## config.mk

```make
export PLATFORM = sky130hd
export DESIGN_NAME = uart_core_p_flat
export DESIGN_NICKNAME = d
export VERILOG_FILES = /design/src/rtl/uart_core_p_if.sv /design/src/rtl/uart_core_p.sv /design/src/flat_wrapper.sv
export SDC_FILE = /design/constraint.sdc
export NUM_CORES = 1
export LEC_CHECK = 0
export ABC_AREA = 1
export CELL_PAD_IN_SITES_DETAIL_PLACEMENT = 0
export CELL_PAD_IN_SITES_GLOBAL_PLACEMENT = 1
export CORE_AREA = 2 2 567 287
export CTS_CLUSTER_DIAMETER = 120
export CTS_CLUSTER_SIZE = 25
export DETAILED_ROUTE_END_ITERATION = 7
export DIE_AREA = 0 0 569 289
export HOLD_SLACK_MARGIN = 0.1
export MAX_ROUTING_LAYER = met4
export PLACE_DENSITY_LB_ADDON = 0.25
export SYNTH_ARGS = -nofsm -noshare
export SYNTH_HDL_FRONTEND = slang
export SYNTH_SLANG_ARGS = --single-unit
```

## constraint.sdc

```tcl
create_clock -name clk -period 4.8 [get_ports clk]
set_clock_uncertainty 0.05 [all_clocks]
set_input_delay 0.48 -clock clk [delete_from_list [all_inputs] [get_ports clk]]
set_output_delay 0.48 -clock clk [all_outputs]
set_load 0.005 [all_outputs]
```

## src/rtl/uart_core_p_if.sv

```systemverilog
`default_nettype none
// ============================================================================
// Module   : uart_core_p_if
// Purpose  : Host-side and serial-line signals of the UART core, grouped so a
//            single port carries the whole bus.
//            master : host / line driver (baud_div, rxd, tx_data, tx_wr_en,
//                     rx_rd_en, err_clr out; status, txd, rx_data in)
//            slave  : the UART core (the mirror image)
// Revision : 1.0 - initial release
// ============================================================================
interface uart_core_p_if #(
    parameter int D_W   = 8,
    parameter int DEPTH = 64,
    parameter int DIV_W = 16
);
    localparam int c_lw = $clog2(DEPTH) + 1;

    logic [DIV_W-1:0] baud_div;
    logic             rxd;
    logic             txd;
    logic [D_W-1:0]   tx_data;
    logic             tx_wr_en;
    logic             tx_full;
    logic             tx_busy;
    logic             tx_done;
    logic [D_W-1:0]   rx_data;
    logic             rx_rd_en;
    logic             rx_empty;
    logic [c_lw-1:0]  rx_level;
    logic [c_lw-1:0]  tx_level;
    logic             rx_parity_err;
    logic             rx_frame_err;
    logic             rx_overrun;
    logic             err_clr;

    modport master (
        output baud_div, rxd, tx_data, tx_wr_en, rx_rd_en, err_clr,
        input  txd, tx_full, tx_busy, tx_done, rx_data, rx_empty,
               rx_level, tx_level, rx_parity_err, rx_frame_err, rx_overrun
    );

    modport slave (
        input  baud_div, rxd, tx_data, tx_wr_en, rx_rd_en, err_clr,
        output txd, tx_full, tx_busy, tx_done, rx_data, rx_empty,
               rx_level, tx_level, rx_parity_err, rx_frame_err, rx_overrun
    );
endinterface
`default_nettype wire

```

## src/rtl/uart_core_p.sv

```systemverilog
`default_nettype none
// ============================================================================
// Module   : uart_core_p_fifo / uart_core_p
// Purpose  : UART with shared oversampling tick, TX and RX FIFOs, optional
//            parity, 1 or 2 stop bits and sticky receive error flags.
//            Ports: clk, rst (async, active-high), bus (uart_core_p_if.slave).
//            FIFO ports: i_wr_en/i_wr_data push, i_rd_en pop, o_rd_data is the
//            head word, o_full/o_empty/o_level status.
// Revision : 1.0 - initial release
// ============================================================================
module uart_core_p_fifo #(
    parameter int W     = 8,
    parameter int DEPTH = 64
) (
    input  logic                   clk,
    input  logic                   rst,
    input  logic                   i_wr_en,
    input  logic [W-1:0]           i_wr_data,
    input  logic                   i_rd_en,
    output logic [W-1:0]           o_rd_data,
    output logic                   o_full,
    output logic                   o_empty,
    output logic [$clog2(DEPTH):0] o_level
);
    localparam int c_aw = $clog2(DEPTH);

    logic [W-1:0] mem_q [DEPTH];
    logic [c_aw:0] wp_q, wp_d, rp_q, rp_d;
    logic          w_do_rd, w_do_wr;

    // Pointers carry one extra wrap bit so full and empty are distinguishable.
    always_comb begin
        o_level   = wp_q - rp_q;
        o_empty   = (wp_q == rp_q);
        o_full    = (wp_q == {~rp_q[c_aw], rp_q[c_aw-1:0]});
        o_rd_data = mem_q[rp_q[c_aw-1:0]];
        w_do_rd   = i_rd_en && !o_empty;
        // A pop in the same cycle frees the slot, so a push at full still lands.
        w_do_wr   = i_wr_en && (!o_full || w_do_rd);
        wp_d      = w_do_wr ? wp_q + 1'b1 : wp_q;
        rp_d      = w_do_rd ? rp_q + 1'b1 : rp_q;
    end

    always_ff @(posedge clk or posedge rst) begin
        if (rst) begin
            wp_q <= '0;
            rp_q <= '0;
        end else begin
            wp_q <= wp_d;
            rp_q <= rp_d;
        end
    end

    always_ff @(posedge clk) begin
        if (w_do_wr) mem_q[wp_q[c_aw-1:0]] <= i_wr_data;
    end
endmodule

module uart_core_p #(
    parameter int D_W       = 8,
    parameter int B_TICK    = 16,
    parameter int DEPTH     = 64,
    parameter int PARITY    = 0,
    parameter int STOP_BITS = 1,
    parameter int DIV_W     = 16
) (
    input  logic         clk,
    input  logic         rst,
    uart_core_p_if.slave bus
);
    localparam int                c_tw    = $clog2(B_TICK);
    localparam logic [c_tw-1:0]   c_tlast = c_tw'(B_TICK - 1);
    localparam logic [c_tw-1:0]   c_thalf = c_tw'(B_TICK / 2 - 1);
    localparam logic [3:0]        c_dlast = 4'(D_W - 1);
    localparam logic [3:0]        c_slast = 4'(STOP_BITS - 1);
    localparam logic              c_odd   = (PARITY == 2);

    typedef enum logic [2:0] {ST_IDLE, ST_START, ST_DATA, ST_PARITY, ST_STOP} state_t;

    // Tick generator, synchroniser, receive data register and error flags
    logic [DIV_W-1:0] cnt_q, cnt_d, div_q, div_d;
    logic [1:0]       sync_q, sync_d;
    logic [D_W-1:0]   rx_data_q, rx_data_d;
    logic             perr_q, perr_d, ferr_q, ferr_d, ovr_q, ovr_d;

    // TX and RX state machines
    state_t           tx_st_q, rx_st_q;
    logic [c_tw-1:0]  tx_tcnt_q, rx_tcnt_q;
    logic [3:0]       tx_bcnt_q, rx_bcnt_q;
    logic [D_W-1:0]   tx_sh_q, rx_sh_q;
    logic             tx_par_q, txd_q, tx_busy_q, tx_done_q;

    logic             w_tick, w_rxs, w_tx_bit_end, w_tx_last_stop, w_tx_pop;
    logic             w_rx_samp, w_rx_push, w_perr_set, w_ovr_set;
    logic             w_tx_empty, w_rx_empty, w_rx_full;
    logic [D_W-1:0]   w_tx_rdata, w_rx_rdata;

    always_comb begin
        w_tick         = (cnt_q == div_q);
        cnt_d          = w_tick ? '0 : cnt_q + 1'b1;
        // The divisor is latched only on reload so a change never truncates a tick.
        div_d          = w_tick ? bus.baud_div : div_q;
        sync_d         = {sync_q[0], bus.rxd};
        w_rxs          = sync_q[1];
        w_tx_bit_end   = w_tick && (tx_tcnt_q == c_tlast);
        w_tx_last_stop = (tx_st_q == ST_STOP) && w_tx_bit_end && (tx_bcnt_q == c_slast);
        // Words are popped on a tick, so the start bit spans exactly B_TICK ticks;
        // popping at the end of the last stop bit chains frames with no gap.
        w_tx_pop       = !w_tx_empty && (((tx_st_q == ST_IDLE) && w_tick) || w_tx_last_stop);
        w_rx_samp      = w_tick && (rx_tcnt_q == c_tlast);
        w_rx_push      = (rx_st_q == ST_STOP) && w_rx_samp;
        w_perr_set     = (rx_st_q == ST_PARITY) && w_rx_samp && (w_rxs != ((^rx_sh_q) ^ c_odd));
        // A same-cycle host pop makes room, so only an unrelieved full FIFO drops.
        w_ovr_set      = w_rx_push && w_rx_full && !bus.rx_rd_en;
        rx_data_d      = (bus.rx_rd_en && !w_rx_empty) ? w_rx_rdata : rx_data_q;
        perr_d         = (perr_q && !bus.err_clr) || w_perr_set;
        ferr_d         = (ferr_q && !bus.err_clr) || (w_rx_push && !w_rxs);
        ovr_d          = (ovr_q  && !bus.err_clr) || w_ovr_set;
    end

    always_ff @(posedge clk or posedge rst) begin
        if (rst) begin
            cnt_q     <= '0;
            div_q     <= '0;
            sync_q    <= 2'b11;
            rx_data_q <= '0;
            perr_q    <= 1'b0;
            ferr_q    <= 1'b0;
            ovr_q     <= 1'b0;
        end else begin
            cnt_q     <= cnt_d;
            div_q     <= div_d;
            sync_q    <= sync_d;
            rx_data_q <= rx_data_d;
            perr_q    <= perr_d;
            ferr_q    <= ferr_d;
            ovr_q     <= ovr_d;
        end
    end

    always_ff @(posedge clk or posedge rst) begin
        if (rst) begin
            tx_st_q   <= ST_IDLE;
            tx_tcnt_q <= '0;
            tx_bcnt_q <= '0;
            tx_sh_q   <= '0;
            tx_par_q  <= 1'b0;
            txd_q     <= 1'b1;
            tx_busy_q <= 1'b0;
            tx_done_q <= 1'b0;
        end else begin
            tx_done_q <= w_tx_last_stop;
            if (w_tx_pop) begin
                tx_st_q   <= ST_START;
                tx_tcnt_q <= '0;
                tx_sh_q   <= w_tx_rdata;
                tx_par_q  <= (^w_tx_rdata) ^ c_odd;
                txd_q     <= 1'b0;
                tx_busy_q <= 1'b1;
            end else if (w_tx_bit_end && (tx_st_q != ST_IDLE)) begin
                tx_tcnt_q <= '0;
                case (tx_st_q)
                    ST_START: begin
                        tx_st_q   <= ST_DATA;
                        tx_bcnt_q <= '0;
                        txd_q     <= tx_sh_q[0];
                    end
                    ST_DATA: begin
                        if (tx_bcnt_q == c_dlast) begin
                            tx_bcnt_q <= '0;
                            tx_st_q   <= (PARITY != 0) ? ST_PARITY : ST_STOP;
                            txd_q     <= (PARITY != 0) ? tx_par_q : 1'b1;
                        end else begin
                            tx_bcnt_q <= tx_bcnt_q + 1'b1;
                            tx_sh_q   <= tx_sh_q >> 1;
                            txd_q     <= tx_sh_q[1];
                        end
                    end
                    ST_PARITY: begin
                        tx_st_q <= ST_STOP;
                        txd_q   <= 1'b1;
                    end
                    ST_STOP: begin
                        if (tx_bcnt_q == c_slast) begin
                            tx_st_q   <= ST_IDLE;
                            tx_busy_q <= 1'b0;
                        end else begin
                            tx_bcnt_q <= tx_bcnt_q + 1'b1;
                        end
                    end
                    default: tx_st_q <= ST_IDLE;
                endcase
            end else if (w_tick && (tx_st_q != ST_IDLE)) begin
                tx_tcnt_q <= tx_tcnt_q + 1'b1;
            end
        end
    end

    always_ff @(posedge clk or posedge rst) begin
        if (rst) begin
            rx_st_q   <= ST_IDLE;
            rx_tcnt_q <= '0;
            rx_bcnt_q <= '0;
            rx_sh_q   <= '0;
        end else begin
            case (rx_st_q)
                ST_IDLE: begin
                    if (!w_rxs) begin
                        rx_st_q   <= ST_START;
                        rx_tcnt_q <= '0;
                    end
                end
                ST_START: begin
                    // Half a bit in: still low means a real start bit, and all
                    // later samples land mid-bit.
                    if (w_tick) begin
                        if (rx_tcnt_q == c_thalf) begin
                            rx_tcnt_q <= '0;
                            rx_bcnt_q <= '0;
                            rx_st_q   <= w_rxs ? ST_IDLE : ST_DATA;
                        end else begin
                            rx_tcnt_q <= rx_tcnt_q + 1'b1;
                        end
                    end
                end
                default: begin
                    if (w_rx_samp) begin
                        rx_tcnt_q <= '0;
                        case (rx_st_q)
                            ST_DATA: begin
                                rx_sh_q <= {w_rxs, rx_sh_q[D_W-1:1]};
                                if (rx_bcnt_q == c_dlast) begin
                                    rx_st_q <= (PARITY != 0) ? ST_PARITY : ST_STOP;
                                end else begin
                                    rx_bcnt_q <= rx_bcnt_q + 1'b1;
                                end
                            end
                            ST_PARITY: rx_st_q <= ST_STOP;
                            // Only the first stop bit is checked; the line is
                            // high from here on, so IDLE is safe mid-stop.
                            default:   rx_st_q <= ST_IDLE;
                        endcase
                    end else if (w_tick) begin
                        rx_tcnt_q <= rx_tcnt_q + 1'b1;
                    end
                end
            endcase
        end
    end

    uart_core_p_fifo #(.W(D_W), .DEPTH(DEPTH)) u_tx_fifo (
        .clk       (clk),
        .rst       (rst),
        .i_wr_en   (bus.tx_wr_en),
        .i_wr_data (bus.tx_data),
        .i_rd_en   (w_tx_pop),
        .o_rd_data (w_tx_rdata),
        .o_full    (bus.tx_full),
        .o_empty   (w_tx_empty),
        .o_level   (bus.tx_level)
    );

    uart_core_p_fifo #(.W(D_W), .DEPTH(DEPTH)) u_rx_fifo (
        .clk       (clk),
        .rst       (rst),
        .i_wr_en   (w_rx_push),
        .i_wr_data (rx_sh_q),
        .i_rd_en   (bus.rx_rd_en),
        .o_rd_data (w_rx_rdata),
        .o_full    (w_rx_full),
        .o_empty   (w_rx_empty),
        .o_level   (bus.rx_level)
    );

    assign bus.txd           = txd_q;
    assign bus.tx_busy       = tx_busy_q;
    assign bus.tx_done       = tx_done_q;
    assign bus.rx_data       = rx_data_q;
    assign bus.rx_empty      = w_rx_empty;
    assign bus.rx_parity_err = perr_q;
    assign bus.rx_frame_err  = ferr_q;
    assign bus.rx_overrun    = ovr_q;
endmodule
`default_nettype wire
```

## src/flat_wrapper.sv

```systemverilog
// flat-port wrapper written by rule: the top's interface ports become plain ports
module uart_core_p_flat 
#(
    parameter int D_W       = 8,
    parameter int B_TICK    = 16,
    parameter int DEPTH     = 64,
    parameter int PARITY    = 0,
    parameter int STOP_BITS = 1,
    parameter int DIV_W     = 16
)
  (clk, rst, bus_baud_div, bus_rxd, bus_tx_data, bus_tx_wr_en, bus_rx_rd_en, bus_err_clr, bus_txd, bus_tx_full, bus_tx_busy, bus_tx_done, bus_rx_data, bus_rx_empty, bus_rx_level, bus_tx_level, bus_rx_parity_err, bus_rx_frame_err, bus_rx_overrun);
  uart_core_p_if #(.D_W(D_W), .DEPTH(DEPTH), .DIV_W(DIV_W)) bus_i ();
  input  logic clk;
  input  logic rst;
  input wire logic [$bits(bus_i.baud_div)-1:0] bus_baud_div;
  input wire logic [$bits(bus_i.rxd)-1:0] bus_rxd;
  input wire logic [$bits(bus_i.tx_data)-1:0] bus_tx_data;
  input wire logic [$bits(bus_i.tx_wr_en)-1:0] bus_tx_wr_en;
  input wire logic [$bits(bus_i.rx_rd_en)-1:0] bus_rx_rd_en;
  input wire logic [$bits(bus_i.err_clr)-1:0] bus_err_clr;
  output wire logic [$bits(bus_i.txd)-1:0] bus_txd;
  output wire logic [$bits(bus_i.tx_full)-1:0] bus_tx_full;
  output wire logic [$bits(bus_i.tx_busy)-1:0] bus_tx_busy;
  output wire logic [$bits(bus_i.tx_done)-1:0] bus_tx_done;
  output wire logic [$bits(bus_i.rx_data)-1:0] bus_rx_data;
  output wire logic [$bits(bus_i.rx_empty)-1:0] bus_rx_empty;
  output wire logic [$bits(bus_i.rx_level)-1:0] bus_rx_level;
  output wire logic [$bits(bus_i.tx_level)-1:0] bus_tx_level;
  output wire logic [$bits(bus_i.rx_parity_err)-1:0] bus_rx_parity_err;
  output wire logic [$bits(bus_i.rx_frame_err)-1:0] bus_rx_frame_err;
  output wire logic [$bits(bus_i.rx_overrun)-1:0] bus_rx_overrun;
  assign bus_i.baud_div = bus_baud_div;
  assign bus_i.rxd = bus_rxd;
  assign bus_i.tx_data = bus_tx_data;
  assign bus_i.tx_wr_en = bus_tx_wr_en;
  assign bus_i.rx_rd_en = bus_rx_rd_en;
  assign bus_i.err_clr = bus_err_clr;
  assign bus_txd = bus_i.txd;
  assign bus_tx_full = bus_i.tx_full;
  assign bus_tx_busy = bus_i.tx_busy;
  assign bus_tx_done = bus_i.tx_done;
  assign bus_rx_data = bus_i.rx_data;
  assign bus_rx_empty = bus_i.rx_empty;
  assign bus_rx_level = bus_i.rx_level;
  assign bus_tx_level = bus_i.tx_level;
  assign bus_rx_parity_err = bus_i.rx_parity_err;
  assign bus_rx_frame_err = bus_i.rx_frame_err;
  assign bus_rx_overrun = bus_i.rx_overrun;
  uart_core_p #(.D_W(D_W), .B_TICK(B_TICK), .DEPTH(DEPTH), .PARITY(PARITY), .STOP_BITS(STOP_BITS), .DIV_W(DIV_W)) u_core (.clk(clk), .rst(rst), .bus(bus_i));
endmodule
```

; ---- Yosys cells after proc, flatten, opt, wreduce, memory -nomap -nowiden
; Memory sizes are Yosys's and may differ from the RTL's. A register that Yosys moved wholly into a read port is not among the register bits.
; Index checks and enable logic that the tools add are counted.
[totals]
register_bits = 106
latchBits = 0
ram_bits = 1024
rom_bits = 0
in_bits = 30
word_cells = 175
mem_count = 2
[classes]
add_sub_neg = 11
multipliers = 0
div_mod_pow = 0
n_lt_le_gt_ge = 0
n_eq_ne = 28
shift = 0
muxes = 48
bitwise_logic = 5
reduce_logical = 60
[memory_table]
columns = name, depth, width, rd, rd_clocked_by_memory_dff, wr, line
row1 = u_core.u_rx_fifo.mem_q, 64, 8, 1, 1, 1, uart_core_p.sv:27  ; logic [W-1:0] mem_q [DEPTH];
row2 = u_core.u_tx_fifo.mem_q, 64, 8, 1, 0, 1, uart_core_p.sv:27
[ops]
columns = cell, n
row1 = 2-to-1 mux 4 bit, 15
row2 = 2-to-1 mux 8 bit, 4
row3 = "adder 7 x 1 -> 7 bit, second input constant", 4
row4 = == test 7 bit, 4
row5 = 2-to-1 mux 3 bit, 9
row6 = logical AND 1 bit, 21
row7 = "adder 16 x 1 -> 16 bit, second input constant", 1
row8 = "adder 4 x 1 -> 4 bit, second input constant", 4
row9 = == test 16 bit, 1
row10 = 2-to-1 mux 16 bit, 1
row11 = one-hot mux 4 bit (2 select lines), 2
row12 = AND reduction 3 bit, 5
row13 = nonzero test 3 bit, 5
row14 = subtractor 7 bit, 2
row15 = "== test 3 x 2 -> 1 bit, second input constant", 4
row16 = "== test 4 x 3 -> 1 bit, second input constant", 3
row17 = one-hot mux 3 bit (2 select lines), 2
row18 = one-hot mux 3 bit (4 select lines), 1
row19 = one-hot mux 4 bit (3 select lines), 1
row20 = nonzero test 2 bit, 6
row21 = 2-to-1 mux 1 bit, 11
row22 = "== test 4 bit, second input constant", 2
row23 = "inequality test 2 bit, second input constant", 4
row24 = XOR reduction 8 bit, 1
row25 = other kinds (20), 39

; ---- Logic depth before layout (Yosys ltp)
[logic_depth]
ltp_word = 11
ltp_mapped = 15
mapped_depth_nobuf = 14

; ---- By module
; From an unflattened synthesis, not the netlist that was laid out.
[unflattened]
hier_cells = 4797
area_unflattened_um2 = 49558.8
[modules_own_cells]
columns = mod, n_inst, cells_per_inst, area_each_um2, seq_area_each_um2
row1 = uart_core_p_fifo at u_core.u_tx_fifo, 1, 2125, 22564.1, 15725.1
row2 = uart_core_p_fifo at u_core.u_rx_fifo, 1, 2106, 22547.9, 15725.1
row3 = uart_core_p, 1, 566, 4446.8, 2155.8

; ---- Worst setup path after synthesis
; OpenSTA, ideal clock, no wires.
[synth_timing]
path_kind = reg2reg
start = register u_core.u_tx_fifo.rp_q[1]
end = memory u_core.u_tx_fifo.mem_q[47][0] (enable)
setup_ns = 0.395
arrival_ns = 2.648
required_time_ns = 4.355
path_slack_ns = 1.708
path_stages_with_launch = 13
cell_sequence = dfrtp_1 buf_2 clkinv_1 buf_2 buf_1 ha_1 nand2_1 nor2_1 nand3_1 nor2_1 nand2_1 nand2_2 nor4_1
[synth_between]
word_cells_on_any_way = 10
cone_classes = eq/ne: 2 / mux: 2 / reduce/logical: 6
[synth_rtl]
columns = item, line
row1 = "start, declared", uart_core_p.sv:28  ; logic [c_aw:0] wp_q, wp_d, rp_q, rp_d;
row2 = "start signal, assigned", uart_core_p.sv:50  ; rp_q <= rp_d;
row3 = == test 7 bit, uart_core_p.sv:35  ; o_full = (wp_q == {~rp_q[c_aw], rp_q[c_aw-1:0]});
row4 = net bus_tx_full, flat_wrapper.sv:22  ; output wire logic [$bits(bus_i.tx_full)-1:0] bus_tx_full;
row5 = logical NOT 1 bit, uart_core_p.sv:39  ; w_do_wr = i_wr_en && (!o_full || w_do_rd);
row6 = logical OR 1 bit, uart_core_p.sv:39
row7 = logical AND 1 bit, uart_core_p.sv:39
row8 = 2-to-1 mux 1 bit, uart_core_p.sv:55  ; if (w_do_wr) mem_q[wp_q[c_aw-1:0]] <= i_wr_data;
row9 = 2-to-1 mux 1 bit (implied by the code), uart_core_p.sv:55
row10 = "end, declared", uart_core_p.sv:27
; The timed path passes the listed nets, and every way through them passes these cells.

; ---- Final worst setup path
[layout_timing]
start = register u_core.u_tx_fifo.wp_q[0]
end = output bus_tx_level[6]
[layout_between]
elab_chain_len = 1
[layout_lines]
columns = item, line
row1 = "start, declared", uart_core_p.sv:28
row2 = "start signal, assigned", uart_core_p.sv:49  ; wp_q <= wp_d;
row3 = subtractor 7 bit, uart_core_p.sv:33  ; o_level = wp_q - rp_q;
row4 = "end, declared", flat_wrapper.sv:28  ; output wire logic [$bits(bus_i.tx_level)-1:0] bus_tx_level;
; No other way between the ends.

==> impl.org <==
** STA
- Shortest period the worst path allows :: 4.33 ns
- For the pin with the worst max-slew slack, the measured transition is between 1 and 1.5 ns.
- The worst path uses between 90% and 100% of the clock period.
- After routing, the total negative slack on setup checks comes to 0 ns.
- Total count of max-transition violations in the final report :: 0
- Final Setup Violations :: 0
- Setup ws final :: between 0.4 and 0.5 ns
- For this run, the top clock speed supported by timing is approximately 0.23 GHz.
- Slew HR :: 19.3%
- Fin. Hold Viols :: 0
- Setup repair after global routing missed its margin :: no

** CTS
- Clock insertion delay at the later pin of the skew report :: 0.68 ns
- Inserted Clock Buffers :: 51
- Clock sinks :: 1,138
- TritonCTS built the clock tree.
- Post-CTS setup buffer count :: 0
- Clock transition at the register clock pins on the worst setup and hold paths after CTS :: 0.11 ns
- Post-CTS Hold Fix Bufs :: 0
- Clock tree synthesis selected as its root buffer the cell clkbuf_16.
- Counting along the longest clock path gives a buffer depth of 3.
- H-Tree Depth :: 2
- Number of instances resized during post-cts repair :: 0

** Critical path
- STA classifies the critical path endpoint as a primary output.
- Crit path required time :: around 4.3 ns
- The slowest stage of the critical path is the dfrtp_1 cell.
- The most critical setup path has its startpoint at u_core.u_tx_fifo.wp_q[0]$_DFFE_PP0P_.
- Crit Path Category :: register to primary output
- The worst register-to-register path begins at u_core.u_tx_fifo.wp_q[0]$_DFFE_PP0P_.
- Launching element type of the critical path :: register
- R2R Setup Slk :: between 0.5 and 0.6 ns
- Critical Path AT :: 3.80 ns
- The worst register-to-register path ends at u_core.u_tx_fifo.mem_q[6][6]$_DFFE_PP_.
- Register-to-Register Path Depth :: 12
- The largest single stage delay on the critical path is about 0.60 ns.
- The critical path ends at bus_tx_level[6].
- In this run the worst path has a maximum fanout of 7.
- Cell-by-cell trace of the critical path :: clkinv_1 -> ha_1 -> fa_1 -> nor2_1 -> a211oi_1 -> o21ai_0 -> a21oi_1 -> xor2_1 -> clkdlybuf4s50_1

** Finish
- Cell area after layout :: 52,000 µm²
- In the final layout, the share of cells above drive strength 1 is under 10%.
- In the final design database the tool counted 4,199 nets.
- Leaving out fill and tap cells, the most frequent cell in the layout is edfxtp_1.
- For this run, the share of the core covered by cells in the final layout is 32.6%.
- Leaving out fill and tap cells, the most frequent cells in the layout are 1,024 x edfxtp_1, 816 x nor2_1, 687 x nand2_1, 484 x o21ai_0, 282 x nand3_1.
- From synthesis to final layout, the design area changed by 9.32%.

** Placement
- Once detailed placement completed, the half-perimeter wirelength came to 97,100 µm.
- Cell Area, Placed :: 50,500 µm²
- Final weighted congestion in routability-driven placement :: ~0.86
- Number of port buffers :: between 50 and 60
- OpenSTA, run right after detailed placement, puts the worst setup slack at 0.617 ns.

** Run
- Across the run, the number of max-cap violations was 0.

** Outcome
- Status :: finished, final reports clean

** Synth
- After synthesis the netlist holds a flip-flop and latch count of 1,138.
- Post-synthesis area per instance :: roughly 11 µm²
- Yosys synthesis warning count :: 0
- Synthesis produced a netlist whose cell count is 4,186.
- The number of nets in the synthesized netlist is 4,240.
- Sequential cells were found to cover a little over two thirds of the synthesized design area.
- Post-synth cell types :: 42
- EDFF count, synth :: between 1,000 and 1,500
- Among all flip-flop cells after synthesis, the most frequent one is edfxtp_1.
- Proportion of synthesized flip-flops having asynchronous set or reset :: 10.0%
- After synthesis the cells add up to 47,500 µm².

** Detailed routing
- Routed length per instance :: 24.0 µm
- In this run the remaining antenna-violating nets after routing total 0.
- In this run, the number of DRC markers left after iteration 0 of detailed routing was 4,026.
- The final layout contains routed wiring with a total length of 151,000 µm.
- The first detailed-routing pass ran for 5 iterations.
- The routed layout has between 30,000 and 40,000 vias.
- For this run, design rule violations remaining after detail routing come to 0.
- Average vias per placed instance :: approximately 5.0

** Floorplanning
- Core area :: between 150,000 and 200,000 µm²
- Total I/O pin count :: 60
- The die is 569 µm wide.
- The die is 289 µm tall.
- Initial Util :: 29.8%
- In this run the core area contains between 100 and 150 standard-cell rows.
- The die covers 164,000 µm².

** GRT
- Pin count of the biggest net entering global routing :: 164
- Global routing finished with a remaining overflow of 0.
- Combined global-route utilization of all metal layers :: roughly a fifth
- Number of antenna violations at the first check in global routing :: 1
- The number of global-route vias before repair was 29,400.
- The first global-routing pass estimated around 220,000 µm of wire.

** Power
- Leak :: 0.0189 µW
- Max IR drop VDD :: 0.000394 V
- Power spread over the standard cell area amounts to 434 nW/µm².

** Worst hold path
- Type of the tightest min-delay check :: primary input to register
==> metal layers <==
metal	share of wire, %	global-route usage [%]	vias to the layer above
li1	-	-	14500
met1	55	32.1	16100
met2	34	20.9	1122
met3	9.7	4.60	90
met4	0.99	2.06	0
met5	0	-	-
==> metrics by stage <==
stage | total power (µW) | cells | hold slack, ns
2_1_floorplan | 14700 | 4186 | 0.295
3_3_place_gp | 17400 | 6212 | 0.301
3_5_place_dp | 17400 | 6212 | 0.303
4_1_cts | 22700 | 6299 | 0.116
5_1_grt | 23600 | 6300 | 0.137
6_report | 22600 | 6302 | 0.168
==> sequential cells by signal (all words and copies together), names as in the netlist, 4 cells and up <==
signal / cells
u_core.u_rx_fifo.wp_q: 7
u_core.u_tx_fifo.rp_q: 7
u_core.tx_sh_q: 8
u_core.tx_tcnt_q: 4
u_core.u_rx_fifo.mem_q: 512
u_core.div_q: 16
u_core.tx_bcnt_q: 4
u_core.bus.rx_data: 8
u_core.rx_bcnt_q: 4
u_core.u_tx_fifo.mem_q: 512
u_core.cnt_q: 16
u_core.rx_tcnt_q: 4
u_core.rx_sh_q: 8
u_core.u_rx_fifo.rp_q: 7
u_core.u_tx_fifo.wp_q: 7
==> synthesized netlist by cell type, drive strengths merged, types with 11 or more instances <==
cell | number | area [µm²]
xor2 | 40 | 350
ha | 22 | 275
nand3 | 285 | 1440
dfrtp | 111 | 2780
buf | 75 | 359
nand2 | 688 | 2580
a21oi | 101 | 505
nand4 | 23 | 287
nor2 | 820 | 3100
o21ai | 489 | 2450
o211ai | 105 | 788
inv | 151 | 567
or2 | 13 | 81.3
clkbuf | 148 | 556
xnor2 | 11 | 96.3
edfxtp | 1024 | 30700
o22ai | 33 | 206
==> worst min path at each step <==
| stage | depth (start not counted) | slack [ns] | from | endpoint |
|---|---|---|---|---|
| after floorplan | 0 | 0.30 | u_core.sync_q[0]$_DFF_PP1_ | u_core.sync_q[1]$_DFF_PP1_ |
| after global placement | 0 | 0.30 | u_core.sync_q[0]$_DFF_PP1_ | u_core.sync_q[1]$_DFF_PP1_ |
| after detailed placement | 0 | 0.30 | u_core.sync_q[0]$_DFF_PP1_ | u_core.sync_q[1]$_DFF_PP1_ |
| after CTS | 1 | 0.12 | bus_rxd | u_core.sync_q[0]$_DFF_PP1_ |
| after global routing | 1 | 0.14 | bus_rxd | u_core.sync_q[0]$_DFF_PP1_ |
| final | 1 | 0.17 | bus_rxd | u_core.sync_q[0]$_DFF_PP1_ |
==> worst max-delay path: cells and delay by family (launching register included) <==
family,cells,cell delay (ns)
buffers and inverters,2,1.00
adder cells (fa/ha/maj),2,0.80
flip-flops,1,0.60
AO/OA/AOI/OAI,3,0.36
XOR/XNOR,1,0.23
AND/OR/NAND/NOR,1,0.13
==> logic make-up after synthesis <==
group / count (synthesis) / synth area share, %
and+or+nand+nor: 1847 / 16.0
adders and majority gates: 24 / 0.663
xor gates and xnor gates: 51 / 0.939
DFF: 1138 / 70.7
AOI/OAI and AO/OA: 744 / 8.55
buffers and inverters: 382 / 3.18
==> report_power, final <==
part	internal (µW)	switching, µW	total [µW]
Combinational	1680	4430	6110
Sequential	11000	201	11200
Clock	2060	3240	5300
==> cell type report <==
| class | count | area, µm² |
|---|---|---|
| Sequential cell | 1138 | 33600 |
| Fill cell | 16100 | 108000 |
| Clock inverter | 3 | 41.3 |
| Antenna cell | 3 | 7.51 |
| Timing Repair Buffer | 129 | 1180 |
| Clock buffer | 84 | 1420 |
| Tap cell | 2120 | 2650 |
| Multi-Input combinational cell | 2666 | 12400 |
| Inverter | 159 | 613 |
Power figures use the tool's default switching activity.
